File: src/rtl/linebuf_pkg.sv
// Shared types and constants for the 9x9 line-buffer window generator.
// The window_t type is also consumed by the downstream inner-product stage.
package linebuf_pkg;

  localparam int unsigned K         = 9;      // window edge
  localparam int unsigned WIN_N     = K * K;  // window element count
  localparam int unsigned DEF_PIX_W = 7;      // default pixel width

  typedef logic [DEF_PIX_W-1:0] pix_t;
  typedef pix_t window_t [0:WIN_N-1];

endpackage : linebuf_pkg

File: src/rtl/linebuf_window9x9_line_mem.sv
// Single line memory, DEPTH entries of W bits.
// The read is asynchronous, so in the same cycle the old word is returned while
// the new word is written at the same address.
// Ports:
//   clk      - clock
//   we_i     - write enable (accepted pixel)
//   addr_i   - column address
//   wdata_i  - word written at addr_i
//   rdata_c  - word currently stored at addr_i (combinational)
module line_mem #(
  parameter int unsigned DEPTH = 28,
  parameter int unsigned W     = 7,
  parameter int unsigned AW    = $clog2(DEPTH)
) (
  input  logic          clk,
  input  logic          we_i,
  input  logic [AW-1:0] addr_i,
  input  logic [W-1:0]  wdata_i,
  output logic [W-1:0]  rdata_c
);

  logic [W-1:0] mem_q [0:DEPTH-1];

  // Storage only; its contents after reset do not matter.
  always_ff @(posedge clk) begin
    if (we_i) mem_q[addr_i] <= wdata_i;
  end

  assign rdata_c = mem_q[addr_i];

endmodule : line_mem

File: src/rtl/linebuf_window9x9.sv
// Streaming line buffer and 9x9 window generator for a raster pixel stream.
// Eight line memories hold the previous lines; a 9x9 register window shifts
// left on every accepted pixel. win_valid flags each fully-inside window.
// Optional build macro: LINEBUF_STRIDE2_EN - only windows whose origin
// (row-8, col-8) has both coordinates even are flagged.
// Ports:
//   clk, rst_n  - clock, asynchronous active-low reset
//   pix_in      - input pixel, raster order
//   pix_valid   - pixel qualifier; low stalls the block
//   sof         - start of frame, sampled with pix_valid
//   xarray      - window, row-major xarray[r*9+c]; [0] oldest, [80] newest
//   win_valid   - one-cycle pulse: xarray holds a complete window
//   frame_done  - one-cycle pulse after the last pixel of a frame
module linebuf_window9x9
  import linebuf_pkg::*;
#(
  parameter int unsigned IMG_W = 28,
  parameter int unsigned IMG_H = 28,
  parameter int unsigned PIX_W = DEF_PIX_W
) (
  input  logic             clk,
  input  logic             rst_n,
  input  logic [PIX_W-1:0] pix_in,
  input  logic             pix_valid,
  input  logic             sof,
  output logic [PIX_W-1:0] xarray [0:WIN_N-1],
  output logic             win_valid,
  output logic             frame_done
);

  localparam int unsigned CW = $clog2(IMG_W);
  localparam int unsigned RW = $clog2(IMG_H);
  localparam int unsigned NL = K - 1;  // stored previous lines

  logic [CW-1:0]    col_q, col_d, cur_col_c;
  logic [RW-1:0]    row_q, row_d, cur_row_c;
  logic             last_col_c, last_pix_c;
  logic             win_valid_q, win_valid_d;
  logic             frame_done_q, frame_done_d;
  logic [PIX_W-1:0] xarray_q [0:WIN_N-1];
  logic [PIX_W-1:0] xarray_d [0:WIN_N-1];
  logic [PIX_W-1:0] lm_rd [0:NL-1];
  logic [PIX_W-1:0] lm_wd [0:NL-1];

  // Coordinates of the pixel being accepted; sof forces it to (0,0).
  assign cur_col_c  = sof ? '0 : col_q;
  assign cur_row_c  = sof ? '0 : row_q;
  assign last_col_c = (cur_col_c == CW'(IMG_W - 1));
  assign last_pix_c = last_col_c && (cur_row_c == RW'(IMG_H - 1));

  // Line memory chain: line 0 takes the new pixel, line k takes line k-1's old word.
  for (genvar k = 0; k < NL; k++) begin : g_line
    if (k == 0) begin : g_head
      assign lm_wd[k] = pix_in;
    end else begin : g_tail
      assign lm_wd[k] = lm_rd[k-1];
    end
    line_mem #(
      .DEPTH (IMG_W),
      .W     (PIX_W),
      .AW    (CW)
    ) u_line_mem (
      .clk     (clk),
      .we_i    (pix_valid),
      .addr_i  (cur_col_c),
      .wdata_i (lm_wd[k]),
      .rdata_c (lm_rd[k])
    );
  end

  // Counters, window shift and pulse generation.
  always_comb begin
    col_d        = col_q;
    row_d        = row_q;
    win_valid_d  = 1'b0;
    frame_done_d = 1'b0;
    xarray_d     = xarray_q;

    if (pix_valid) begin
      if (last_col_c) begin
        col_d = '0;
        row_d = (cur_row_c == RW'(IMG_H - 1)) ? '0 : cur_row_c + RW'(1);
      end else begin
        col_d = cur_col_c + CW'(1);
        row_d = cur_row_c;
      end

      win_valid_d = (cur_row_c >= RW'(K - 1)) && (cur_col_c >= CW'(K - 1));
`ifdef LINEBUF_STRIDE2_EN
      // K-1 is even, so origin parity equals current-coordinate parity.
      win_valid_d = win_valid_d && !cur_row_c[0] && !cur_col_c[0];
`endif
      frame_done_d = last_pix_c && !sof;

      for (int r = 0; r < K; r++) begin
        for (int c = 0; c < K - 1; c++) begin
          xarray_d[r*K + c] = xarray_q[r*K + c + 1];
        end
      end
      // Window row r (r<8) is fed by line memory 7-r; the bottom row by the new pixel.
      for (int r = 0; r < K - 1; r++) begin
        xarray_d[r*K + K - 1] = lm_rd[NL - 1 - r];
      end
      xarray_d[WIN_N - 1] = pix_in;
    end
  end

  // State registers.
  always_ff @(posedge clk or negedge rst_n) begin
    if (!rst_n) begin
      col_q        <= '0;
      row_q        <= '0;
      win_valid_q  <= 1'b0;
      frame_done_q <= 1'b0;
      for (int i = 0; i < WIN_N; i++) xarray_q[i] <= '0;
    end else begin
      col_q        <= col_d;
      row_q        <= row_d;
      win_valid_q  <= win_valid_d;
      frame_done_q <= frame_done_d;
      xarray_q     <= xarray_d;
    end
  end

  assign xarray     = xarray_q;
  assign win_valid  = win_valid_q;
  assign frame_done = frame_done_q;

endmodule : linebuf_window9x9

File: config.mk
export PLATFORM = sky130hd
export DESIGN_NAME = linebuf_window9x9
export DESIGN_NICKNAME = d
export VERILOG_FILES = /design/src/rtl/linebuf_pkg.sv /design/src/rtl/linebuf_window9x9_line_mem.sv /design/src/rtl/linebuf_window9x9.sv
export SDC_FILE = /design/constraint.sdc
export NUM_CORES = 2
export LEC_CHECK = 0
export ABC_AREA = 1
export BUFFER_PORTS_ARGS = -buffer_cell sky130_fd_sc_hd__buf_2
export CORE_MARGIN = 1
export CORE_UTILIZATION = 39
export DETAILED_ROUTE_END_ITERATION = 6
export HOLD_SLACK_MARGIN = 0.15
export PLACE_DENSITY = 0.56
export SYNTH_ARGS = -nofsm -noshare
export SYNTH_HDL_FRONTEND = slang
export SYNTH_SLANG_ARGS = --single-unit
File: constraint.sdc
create_clock -name clk -period 5 [get_ports clk]
set_clock_uncertainty 0.15 [all_clocks]
set_input_delay 1 -clock clk [delete_from_list [all_inputs] [get_ports clk]]
set_output_delay 1 -clock clk [all_outputs]
set_load 0.03 [all_outputs]
# Yosys cells after proc, flatten, opt, wreduce, memory -nomap -nowiden
# Memory sizes are Yosys's and may differ from the RTL's. A register that Yosys moved wholly into a read port is not among the register bits.
# Index checks and enable logic that the tools add are counted.
op_classes:
  muxes: 9
  shift: 0
  n_eq_ne: 2
  n_reduce_logical: 5
  order_cmp: 2
  bitwise_logic: 0
  mul: 0
  div: 0
  add_sub_neg: 2
ops:
  columns: ["cell", "n"]
  rows:
  - ["5-bit 2-to-1 mux", 5]
  - ["5-bit by 1-bit adder with 5-bit output (second input constant)", 2]
  - ["5-bit == test (second input constant)", 2]
  - ["5-bit by 4-bit >= comparator with 1-bit output (second input constant)", 2]
  - ["1-bit 2-to-1 mux", 4]
  - ["1-bit logical AND", 3]
  - ["1-bit logical NOT", 2]
totals:
  rom_bits: 0
  in_bits: 11
  latchBits: 0
  ram_bits: 1568
  ff_bits: 572
  n_memories: 8
  out_inout_bits: 569
memory_table:
  columns: ["memory", "depth", "width", "rd", "rd_clocked_by_memory_dff", "write_ports", "line_no", "source"]
  rows:
  - ["g_line[0].u_line_mem.mem_q", 28, 7, 1, 0, 1, "linebuf_window9x9_line_mem.sv:22", "logic [W-1:0] mem_q [0:DEPTH-1];"]
  - ["g_line[1].u_line_mem.mem_q", 28, 7, 1, 0, 1, "linebuf_window9x9_line_mem.sv:22", null]
  - ["g_line[2].u_line_mem.mem_q", 28, 7, 1, 0, 1, "linebuf_window9x9_line_mem.sv:22", null]
  - ["g_line[3].u_line_mem.mem_q", 28, 7, 1, 0, 1, "linebuf_window9x9_line_mem.sv:22", null]
  - ["g_line[4].u_line_mem.mem_q", 28, 7, 1, 0, 1, "linebuf_window9x9_line_mem.sv:22", null]
  - ["g_line[5].u_line_mem.mem_q", 28, 7, 1, 0, 1, "linebuf_window9x9_line_mem.sv:22", null]
  - ["2 more memories", null, null, null, null, null, null, null]

# Depth between registers and ports, before layout
logic_depth:
  word_depth: 5
  depth_mapped: 17

# Hierarchy
# Synthesis repeated with hierarchy kept, for this count alone.
unflattened:
  hier_cells: 8656
  area_unflattened_um2: 87702.9
modules_own_cells:
  columns: ["mod", "cells_each", "area_each_um2", "seq_area_each_um2", "n_inst"]
  rows:
  - ["line_mem", 800, 8242.9, 5885.6, 8]
  - ["linebuf_window9x9", 2256, 21759.6, 14488.9, 1]

# Worst setup path after synthesis
# No wires, ideal clock.
synth_path:
  path_type: "input to register"
  from: "input port sof"
  to: "memory g_line[0].u_line_mem.mem_q[16][0], enable pin"
  setup_slack_ns: -0.035
  t_arrival_ns: 4.415
  path_stages: 9
  path_buffers: 4
  path_cell_list: "buf_6 > inv_4 > nand2_4 > buf_6 > buf_2 > buf_2 > ha_1 > nand2_1 > nor2_1"
synth_between:
  elab_chain_cells: 1
synth_rtl:
  columns: ["item", "line_no", "source"]
  rows:
  - ["start: declaration", "linebuf_window9x9.sv:25", "input logic sof,"]
  - ["5-bit 2-to-1 mux", "linebuf_window9x9.sv:46", "assign cur_col_c = sof ? '0 : col_q;"]
  - ["end: declaration", "linebuf_window9x9_line_mem.sv:22", null]
# Every way passes these cells.

# Worst setup path in the final report
layout_path:
  from: "register col_q[4]"
  to: "memory g_line[4].u_line_mem.mem_q[22][2], enable pin"
layout_between:
  elab_chain_cells: 1
layout_rtl:
  columns: ["item", "line_no", "source"]
  rows:
  - ["start: declaration", "linebuf_window9x9.sv:35", "logic [CW-1:0] col_q, col_d, cur_col_c;"]
  - ["start signal: assignment", "linebuf_window9x9.sv:117", "col_q <= col_d;"]
  - ["5-bit 2-to-1 mux", "linebuf_window9x9.sv:46", null]
  - ["end: declaration", "linebuf_window9x9_line_mem.sv:22", null]
# Every way passes these cells.

==> qor.yml <==
critical_path:
  worstReg2RegStart: "col_q[4]$_DFFE_PN0P_"
  worstPathCellList: "inv_1 -> nor2_1 -> clkinv_2 -> nor2_4 -> inv_2 -> nor2_4 -> inv_1 -> nor2_4 -> buf_4"
  crit_buf_inv: 5
  rr_worst_depth: 9
  r2r_end: "g_line[4].u_line_mem.mem_q[22][2]$_DFFE_PP_"
  critPathMaxFanout: 22
  critPathTopFamily: "simple AND/OR/NAND/NOR gates"
  start_kind: "register"
  crit_slowest_cell: "nor2_4"
  cpMostUsedCell: "nor2_4"
  path_class: "register to register"
  crit_arrival_ns: 4.01
  crit_path_end: "g_line[4].u_line_mem.mem_q[22][2]$_DFFE_PP_"
  critical_path.startpoint: "col_q[4]$_DFFE_PN0P_"
  reg2reg_slack_ns: 1.32
  critical_path_depth: 9
  cp.required_ns: 5.33
  slowest_delay_ns: 0.61
  crit_path_end_kind: "register"
logic_synthesis:
  yosysMostFrequentCell: "nand2_1"
  synthTopCellsByCount: "nand2_1, edfxtp_1, inv_1"
  synth_top_family_by_area: "simple AND/OR/NAND/NOR gates"
  yosysWarnings: 0
  synthMuxAreaShare_pct: 0
  yosys.area.top_type: "edfxtp_1"
  synth_edf_count: 1568
  synth.area.top_cells: "edfxtp_1, dfrtp_1, nand2_1, inv_1, nand3_1"
  synthCells: 7913
  synth.ff_latch_count: 2147
  synth_top_area_share_pct: 54.8
  avgSynthCellArea_sq_um: 10.9
  seq_area_frac_synth_pct: 71.7
  synthArstFlopShare_pct: 27.0
  synth_fa_ha_area_share_pct: 0.0291
  ys_dominant_reg_cell: "edfxtp_1"
  synth_compound_area_share_pct: 4.77
  syn-num-nets: 7926
  synthSimpleGateAreaFrac_pct: 17.0
  synth_cell_type_count: 33
  synth_xor_area_share_pct: 0.0102
  synthesis.area_sq_mm: 0.0859
power_and_ir_drop:
  p_switching_uw: 13900
  p_comb_share_pct: 16.8
  ir_drop_mv: 0.365
  swShare_pct: 30.0
  p_total_uw: 46300
  power.share.clock_pct: 35.6
  leakage_uw: 0.0425
  seqPwrFrac_pct: 47.6
  p_int_uw: 32400
  power.density_mw_per_mm2: 460
sta:
  drv_slew: 0
  tightest_slew_ns: 1.22
  rsz0062_at_grt: "false"
  min_period_over_period_pct: 73.5
  finalSetupTns_ns: 0
  setup_violations: 0
  finalHoldViolCount: 0
  fin_crit_ns: 3.68
  holdWs_ns: 0.329
  maxSlewHeadroom_pct: 18.5
  max_freq_ghz: 0.272
final_layout:
  fin_nets: 8517
  layout-drive-gt1-share_pct: 13.6
  area_growth_pct: 17.1
  final_util_pct: 46.1
  design_area_sq_mm: 0.101
die:
  core-area_sq_mm: 0.218
  start_util_pct: 39.4
  io_pins: 580
  die_h_um: 471
  die_area_sq_mm: 0.222
  rows: 171
  fp.dieW_um: 471
clocking:
  clk_path_buf_depth: 3
  clockRootBuffer: "clkbuf_16"
  clock_latency_ns: 0.87
  cts_max_level: 4
  cts_tree: "yes"
  ctsHoldBuffers: 1
  clock_sinks: 2147
  post_cts_buffers: 0
  path_clk_slew_ns: 0.06
  cts_buffers: 216
  ctsResizeCount: 0
place:
  place_congestion: 0.839
  place_area_sq_mm: 0.0933
  dp_hpwl_um: 156000
  io_buffer_count: 579
drt:
  antenna_left: 0
  firstDrtPassIters: 6
  drc: 0
  drt_iter0_markers: 5897
  wl_per_cell_um: 23.7
  wl_um: 274000
  viasPerCell: 5.18
  via_count: 59800
global_route:
  gr-total-overflow: 0
  grtUsageTotal_pct: 24.3
  grt_pass1_wl_um: 397000
  first_global_vias: 56200
  grt_start_max_net_pins: 246
  antenna_found_initial: 11
job:
  cap_violations: 0
worst_hold_path:
  hp-class: "register to register"
run_status:
  status: "finished, final reports clean"
[metal layers]
metal / vias up / track usage (%) / wire length [um] / share of wire (%)
met1: 29700 / 33.4 / 116000 / 42
met3: 399 / 4.26 / 21700 / 7.9
met2: 2474 / 39.7 / 130000 / 47
met4: 4 / 6.62 / 6590 / 2.4
li1: 27200 / - / - / -
met5: - / 0 / 25 / 0.0091
[cell families after synthesis]
| family | count (synthesis) |
|---|---|
| and+or+nand+nor | 3594 |
| DFF | 2147 |
| buffers and inverters | 1374 |
| AOI/OAI and AO/OA | 795 |
| adders and majority gates | 2 |
| xor gates and xnor gates | 1 |
[worst reg2reg max path: stages, from the launching register on]
cell and delay [ns]:
dfrtp_1 0.39, inv_1 0.17, nor2_1 0.16, clkinv_2 0.09
nor2_4 0.61, inv_2 0.11, nor2_4 0.47, inv_1 0.36
nor2_4 0.21, buf_4 0.55
[metrics by stage]
stage               setup WS [ns]  cells
floorplan                 -0.0350   7913
detailed placement          0.514  11100
global route                 1.19  11600
CTS                          1.43  11600
global placement            0.524  11100
finish                       1.32  11600
[power groups by stage]
stage,logic (uW),clock network (uW),registers [uW]
after floorplan,2760,0,23900
after global placement,7700,0,22300
after detailed placement,7760,0,22400
after CTS,7780,16700,22000
after global routing,8340,17400,22100
final,7770,16500,22000
[how the worst min path moves through the flow]
stage | from | endpoint | slack [ns] | cells past startpoint
2_1_floorplan | row_q[3]$_DFFE_PN0P_ | row_q[3]$_DFFE_PN0P_ | 0.34 | 2
3_3_place_gp | xarray[248]$_DFFE_PN0P_ | xarray[248]$_DFFE_PN0P_ | 0.31 | 2
3_5_place_dp | xarray[499]$_DFFE_PN0P_ | xarray[499]$_DFFE_PN0P_ | 0.32 | 2
4_1_cts | pix_valid | xarray[136]$_DFFE_PN0P_ | 0.31 | 3
5_1_grt | xarray[311]$_DFFE_PN0P_ | xarray[311]$_DFFE_PN0P_ | 0.35 | 2
6_report | xarray[499]$_DFFE_PN0P_ | xarray[499]$_DFFE_PN0P_ | 0.33 | 2
[flip-flops by register name, summed over array words and instances (netlist names)]
register / flops
g_line.u_line_mem.mem_q: 1568
win_valid: 1
row_q: 5
frame_done: 1
xarray: 567
col_q: 5
[cell usage in the layout (no fill, tap or decap), types with 2 or more instances in the layout]
cell,n
a21oi_1,160
nand3_1,700
a21o_1,2
bufinv_16,17
ha_1,2
clkinv_16,3
clkbuf_16,224
o22ai_1,4
o211ai_1,34
nor2_4,38
nor2_1,97
inv_4,3
o21ai_1,32
clkinv_8,5
clkinv_1,25
buf_2,577
buf_8,2
nand2_8,2
nand2_2,3
inv_1,946
buf_4,130
clkinvlp_4,3
clkinv_2,47
clkbuf_1,55
edfxtp_1,1568
nand4_1,70
a22oi_1,6
clkbuf_8,23
buf_12,81
inv_6,8
nand2_1,2674
nor3_1,4
or2_2,4
inv_2,6
dfrtp_1,578
o21ai_0,555
diode_2,5
[final cells by class]
type | count | area [sq um]
fillers | 20100 | 117000
flip-flops and latches | 2147 | 61600
multi-input cells | 4392 | 19000
clock buffers | 302 | 6130
repair buffers | 791 | 5530
inverters | 956 | 3600
well taps | 2854 | 3570
clock inverters | 110 | 1130
diodes | 5 | 12.5
No activity file was read; power rests on OpenSTA's default activity.
